--- config.mk ---
export PLATFORM = sky130hd
export DESIGN_NAME = hcsr04_emulador
export DESIGN_NICKNAME = d
export VERILOG_FILES = /design/src/rtl/hcsr04_emulador.sv
export SDC_FILE = /design/constraint.sdc
export NUM_CORES = 1
export LEC_CHECK = 0
export CORE_MARGIN = 1
export CORE_UTILIZATION = 48
export CTS_BUF_LIST = sky130_fd_sc_hd__clkbuf_2
export CTS_CLUSTER_DIAMETER = 60
export CTS_CLUSTER_SIZE = 24
export DETAILED_ROUTE_END_ITERATION = 8
export GPL_TIMING_DRIVEN = 0
export HOLD_SLACK_MARGIN = 0.03
export MAX_ROUTING_LAYER = met4
export PLACE_DENSITY = 0.65
export SLEW_MARGIN = 20
export SYNTH_ARGS = -nofsm -noshare
export SYNTH_HDL_FRONTEND = slang
export SYNTH_SLANG_ARGS = --single-unit
--- constraint.sdc ---
create_clock -name clock -period 7.95 [get_ports clock]
set_input_delay 1.1925 -clock clock [delete_from_list [all_inputs] [get_ports clock]]
set_output_delay 1.1925 -clock clock [all_outputs]
set_load 0.05 [all_outputs]
--- src/rtl/hcsr04_emulador.sv ---
// HC-SR04 responder: measures the trigger pulse, then returns an echo whose width encodes a BCD distance.
// Optional measurement jitter (LFSR, 0-7 mm) is enabled by defining HCSR04_EMULADOR_RUIDO_EN.
module hcsr04_emulador #(
    parameter int CICLOS_POR_MM = 294,
    parameter int TRIG_MIN      = 500,
    parameter int ATRASO        = 10000,
    parameter int ECO_MAX       = 1900000,
    parameter int PAUSA         = 500000
) (
    input  logic        clock,
    input  logic        reset,
    input  logic        trigger,
    input  logic [11:0] distancia,
    input  logic        sem_objeto,
    output logic        echo,
    output logic        ocupado,
    output logic        erro_trigger,
    output logic [2:0]  db_estado
);
    typedef enum logic [2:0] {
        S_OCIOSO    = 3'd0,
        S_MEDE_TRIG = 3'd1,
        S_ATRASO    = 3'd2,
        S_ECO       = 3'd3,
        S_PAUSA     = 3'd4
    } estado_t;

    localparam logic [21:0] TRIG_MIN_C  = 22'(TRIG_MIN);
    localparam logic [21:0] ATRASO_M1   = 22'(ATRASO - 1);
    localparam logic [21:0] PAUSA_M1    = 22'(PAUSA - 1);
    localparam logic [21:0] ECO_MAX_C   = 22'(ECO_MAX);
    localparam logic [21:0] CPM_C       = 22'(CICLOS_POR_MM);

    estado_t     estado_q;
    logic [1:0]  sync_q;
    logic        trig_s;
    logic [21:0] cnt_q;
    logic [21:0] largura_q, largura_d;
    logic        echo_q, ocupado_q, erro_q;
    logic [3:0]  d2, d1, d0;
    logic [9:0]  mm_base, mm_total;
    logic        invalido, aceita;

    always_ff @(posedge clock or negedge reset) begin
        if (!reset) sync_q <= 2'b00;
        else        sync_q <= {sync_q[0], trigger};
    end
    assign trig_s = sync_q[1];

    assign aceita = (estado_q == S_MEDE_TRIG) && !trig_s && (cnt_q >= TRIG_MIN_C);

`ifdef HCSR04_EMULADOR_RUIDO_EN
    logic [15:0] lfsr_q;
    always_ff @(posedge clock or negedge reset) begin
        if (!reset)      lfsr_q <= 16'hACE1;
        else if (aceita) lfsr_q <= {lfsr_q[14:0], lfsr_q[15] ^ lfsr_q[13] ^ lfsr_q[12] ^ lfsr_q[10]};
    end
`endif

    always_comb begin
        d2       = distancia[11:8];
        d1       = distancia[7:4];
        d0       = distancia[3:0];
        mm_base  = 10'(d2) * 10'd100 + 10'(d1) * 10'd10 + 10'(d0);
`ifdef HCSR04_EMULADOR_RUIDO_EN
        mm_total = mm_base + 10'(lfsr_q[2:0]);
`else
        mm_total = mm_base;
`endif
        // Validity is judged on the programmed distance, so jitter never rescues mm = 0.
        invalido  = sem_objeto || (d2 > 4'd9) || (d1 > 4'd9) || (d0 > 4'd9) || (mm_base == 10'd0);
        largura_d = invalido ? ECO_MAX_C : 22'(mm_total) * CPM_C;
    end

    always_ff @(posedge clock or negedge reset) begin
        if (!reset) begin
            estado_q  <= S_OCIOSO;
            cnt_q     <= '0;
            largura_q <= '0;
            echo_q    <= 1'b0;
            ocupado_q <= 1'b0;
            erro_q    <= 1'b0;
        end else begin
            erro_q <= 1'b0;
            case (estado_q)
                S_OCIOSO: if (trig_s) begin
                    cnt_q     <= '0;
                    ocupado_q <= 1'b1;
                    estado_q  <= S_MEDE_TRIG;
                end
                S_MEDE_TRIG: begin
                    if (trig_s) begin
                        if (cnt_q != '1) cnt_q <= cnt_q + 22'd1;
                    end else if (aceita) begin
                        largura_q <= largura_d;
                        cnt_q     <= '0;
                        estado_q  <= S_ATRASO;
                    end else begin
                        erro_q    <= 1'b1;
                        ocupado_q <= 1'b0;
                        estado_q  <= S_OCIOSO;
                    end
                end
                S_ATRASO: begin
                    if (cnt_q == ATRASO_M1) begin
                        cnt_q    <= '0;
                        echo_q   <= 1'b1;
                        estado_q <= S_ECO;
                    end else cnt_q <= cnt_q + 22'd1;
                end
                S_ECO: begin
                    if (cnt_q == largura_q - 22'd1) begin
                        cnt_q    <= '0;
                        echo_q   <= 1'b0;
                        estado_q <= S_PAUSA;
                    end else cnt_q <= cnt_q + 22'd1;
                end
                S_PAUSA: begin
                    if (cnt_q == PAUSA_M1) begin
                        cnt_q     <= '0;
                        ocupado_q <= 1'b0;
                        estado_q  <= S_OCIOSO;
                    end else cnt_q <= cnt_q + 22'd1;
                end
                default: begin
                    cnt_q     <= '0;
                    echo_q    <= 1'b0;
                    ocupado_q <= 1'b0;
                    estado_q  <= S_OCIOSO;
                end
            endcase
        end
    end

    assign echo         = echo_q;
    assign ocupado      = ocupado_q;
    assign erro_trigger = erro_q;
    assign db_estado    = estado_q;
endmodule

==> key figures <==
Run status
  • Outcome: complete, no violations

Critical path
  • Crit Path Max Fanout: 4
  • Launch point of the worst path: distancia[5]
  • Worst path max stage delay: 550 ps
  • Crit-path slowest cell: fa_1
  • Worst Setup Path Type: in -> reg
  • CP Capture Type: flop
  • Crit-path most repeated cell: ha_1
  • Critical path arrival: 7460 ps
  • Worst r2r src: largura_q[1]$_DFFE_PN0P_
  • Required @ worst endpoint: 8280 ps
  • Crit-path cells: clkdlybuf4s50_1, ha_1, ha_1, fa_1, ha_1, ha_1, inv_1, o21bai_1, a21oi_1, o21bai_1, a21oi_1, xor2_1, ha_1, fa_1, inv_1, fa_1, inv_1, ha_1, or3_1, o211ai_1, a31oi_1, a2111oi_4, nor2_1
  • CP Launch Type: input pin

Global route
  • Largest net degree at the start of global routing: 28
  • Initial antenna violation count: 1
  • Vias in the first global route: 4374
  • Global Route Usage Sum: 22.8%
  • GRT overflow: 0
  • First-pass GRT wire length: 20800 um

Routing
  • Vias: 4630
  • ANT nets after route: 0
  • Post-Route WL: 12600 um
  • Initial DRC count: 228
  • WL/cell: 15.5 um
  • DR pass1 iterations: 5
  • Remaining routing DRC violations: 0
  • Post-DR vias/cell: 5.68

Pwr
  • PwrDens: 362 mW/mm^2
  • Internal power consumption: 1070 uW
  • Switching Power: 1090 uW
  • Worst VDD drop: 0.483 mV
  • Clock group share of total power: 4.7%
  • Net Sw Frac: 50.5%
  • Sequential share of power: 12.9%
  • Total Power: 2160 uW
  • LEAKAGE: 0.00269 uW
  • Gate power share: 82.4%

Placement
  • Port bufs: 21
  • DP Wirelength: 10300 um
  • Placer congestion estimate: 0.859

Yosys
  • Mapped cell area: 0.00553 mm^2
  • Syn Inst Count: 645
  • Sequential area share after synthesis: 22.2%
  • Async S/R FF share, synth: 100%
  • Count leader, synth: ha_1
  • #FFs+latches synth: 49
  • Post-synth cell types: 71
  • Yosys warning count: 0
  • Top cells by instance count after synthesis: ha_1, inv_1, dfrtp_1
  • Synth area leader: dfrtp_1
  • Synth top area cells: dfrtp_1, ha_1, fa_1
  • Avg Inst Size Synth: 8.58 um^2
  • Post-synth EDFFs: 0
  • Syn nets: 757
  • Main synth FF type: dfrtp_1
  • Synth top area share: 22.2%

Timing
  • Worst hold slack: 378 ps
  • Setup TNS: 0 ps
  • Slew Limit Fails: 0
  • Worst slew pin tran: 607 ps
  • Max Fclk: 140 MHz
  • Final Hold Vio Count: 0
  • # setup viols final: 0
  • Minimum clock period: 7130 ps
  • Final period util: 89.7%
  • Slew margin rel.: 59.2%
  • Final Skew: 37.2 ps
  • RSZ-0062 raised after global routing: false

Die
  • Ports: 22
  • Die Wd: 109 um
  • Core Region: 0.0110 mm^2
  • Die area: 0.0120 mm^2
  • Chip height: 109 um
  • # rows: 38
  • Initial Util: 50.2%

Clock tree
  • Clk_lat worst skew: 450 ps
  • Clock Path Buffers: 2
  • CTS Buf Count: 5
  • Clk root buf: clkbuf_2
  • Post_cts resized: 0
  • CTS tree: yes
  • H-tree levels: 2
  • Clk slew on worst S/H paths: 210 ps
  • Clock Sinks: 49
  • CTS Hold Bufs: 0
  • Post-CTS setup buffers: 0

Min path
  • Worst hold start: sync_q[0]$_DFF_PN0_
  • Hold crit path type: reg -> reg

Finish
  • Layout net count: 786
  • Syn-to-layout area delta: 7.89%
  • Core Util, Final: 54.1%
  • Layout cells sized above 1: 6.97%

Flow run
  • MaxCap Viol Count: 0
==> final cells by class <==
type                            instances  area [um^2]
Multi-Input combinational cell        487         3850
Antenna cell                            1         2.50
Buffer                                 35          183
Timing Repair Buffer                   22          225
Sequential cell                        49         1230
Inverter                               74          278
Clock inverter                          1         3.75
Tap cell                              140          175
Clock buffer                            6         30.0
Fill cell                            1068         5060
==> worst paths after layout <==
| path | slack [ps] | to | cells past startpoint |
|---|---|---|---|
| min in group asynchronous | 670 | cnt_q[1]$_DFFE_PN0P_ | 1 |
| worst min register to register | 380 | sync_q[1]$_DFF_PN0_ | 0 |
| worst max register to register | 4800 | cnt_q[8]$_DFFE_PN0P_ | 11 |
| worst max-delay path | 820 | largura_q[18]$_DFFE_PN0P_ | 23 |
| worst min-delay path | 380 | sync_q[1]$_DFF_PN0_ | 0 |
| max in group asynchronous | 6700 | ocupado$_DFFE_PN0P_ | 2 |
==> power by group through the flow <==
stage | registers (uW) | clock network [uW] | logic (uW)
detailed placement | 283 | 0 | 1780
finish | 279 | 103 | 1780
floorplan | 288 | 0 | 1430
global placement | 283 | 0 | 1730
CTS | 279 | 102 | 1800
global route | 281 | 111 | 2050
==> critical path, delay by kind of cell <==
family	cells	cell delay, ps
compound gates	7	1500
xor+xnor	1	400
fa+ha+maj	9	3200
buf+inv	4	680
simple gates	2	490
==> cells by family after synthesis <==
family / synth area share (%)
compound gates: 17.4
simple gates: 21.0
buf+inv: 8.32
fa+ha+maj: 23.7
flops: 22.2
xor+xnor: 7.44
==> metal layers <==
layer,share of wire (%),GRT usage (%),vias up
met5,0,-,-
met4,2.3,7.24,0
met3,3.1,2.25,19
met2,51,40.5,91
met1,44,27.1,2190
li1,-,-,2330
==> cell usage in the layout, fill, tap and decap left out, types with 3 or more instances in the layout <==
| cell | n |
|---|---|
| buf_2 | 12 |
| o21ai_0 | 21 |
| o211ai_1 | 3 |
| nand4b_1 | 3 |
| a21o_1 | 6 |
| and3_1 | 16 |
| nand3_1 | 27 |
| nor4_1 | 7 |
| nand2_1 | 31 |
| nand2b_1 | 5 |
| fa_1 | 15 |
| clkbuf_2 | 6 |
| nor2b_1 | 6 |
| inv_1 | 72 |
| nor4b_1 | 3 |
| o21ai_1 | 6 |
| a21oi_1 | 41 |
| ha_1 | 81 |
| xnor2_1 | 29 |
| dfrtp_1 | 49 |
| nor3b_1 | 6 |
| a211oi_1 | 7 |
| clkbuf_1 | 17 |
| o21a_1 | 6 |
| o41ai_1 | 3 |
| and2_1 | 3 |
| or3_1 | 10 |
| nor3_1 | 15 |
| o22ai_1 | 6 |
| nand3b_1 | 3 |
| xor2_1 | 18 |
| nor2_1 | 41 |
| nand4_1 | 7 |
| clkdlybuf4s50_1 | 20 |
| o21bai_1 | 15 |
| buf_6 | 4 |
==> state kept, by name (all words and copies together), names as in the netlist <==
signal,cells
cnt_q,22
largura_q,19
db_estado,3
sync_q,2
echo,1
erro_trigger,1
ocupado,1
==> through the flow <==
step	setup slack [ps]	cells	instance area (um^2)
2_1_floorplan	1520	645	5530
5_1_grt	454	815	5970
4_1_cts	806	814	5970
6_report	817	815	5970
3_3_place_gp	501	806	5920
3_5_place_dp	345	807	5930
No activity file was read; power rests on OpenSTA's default activity.
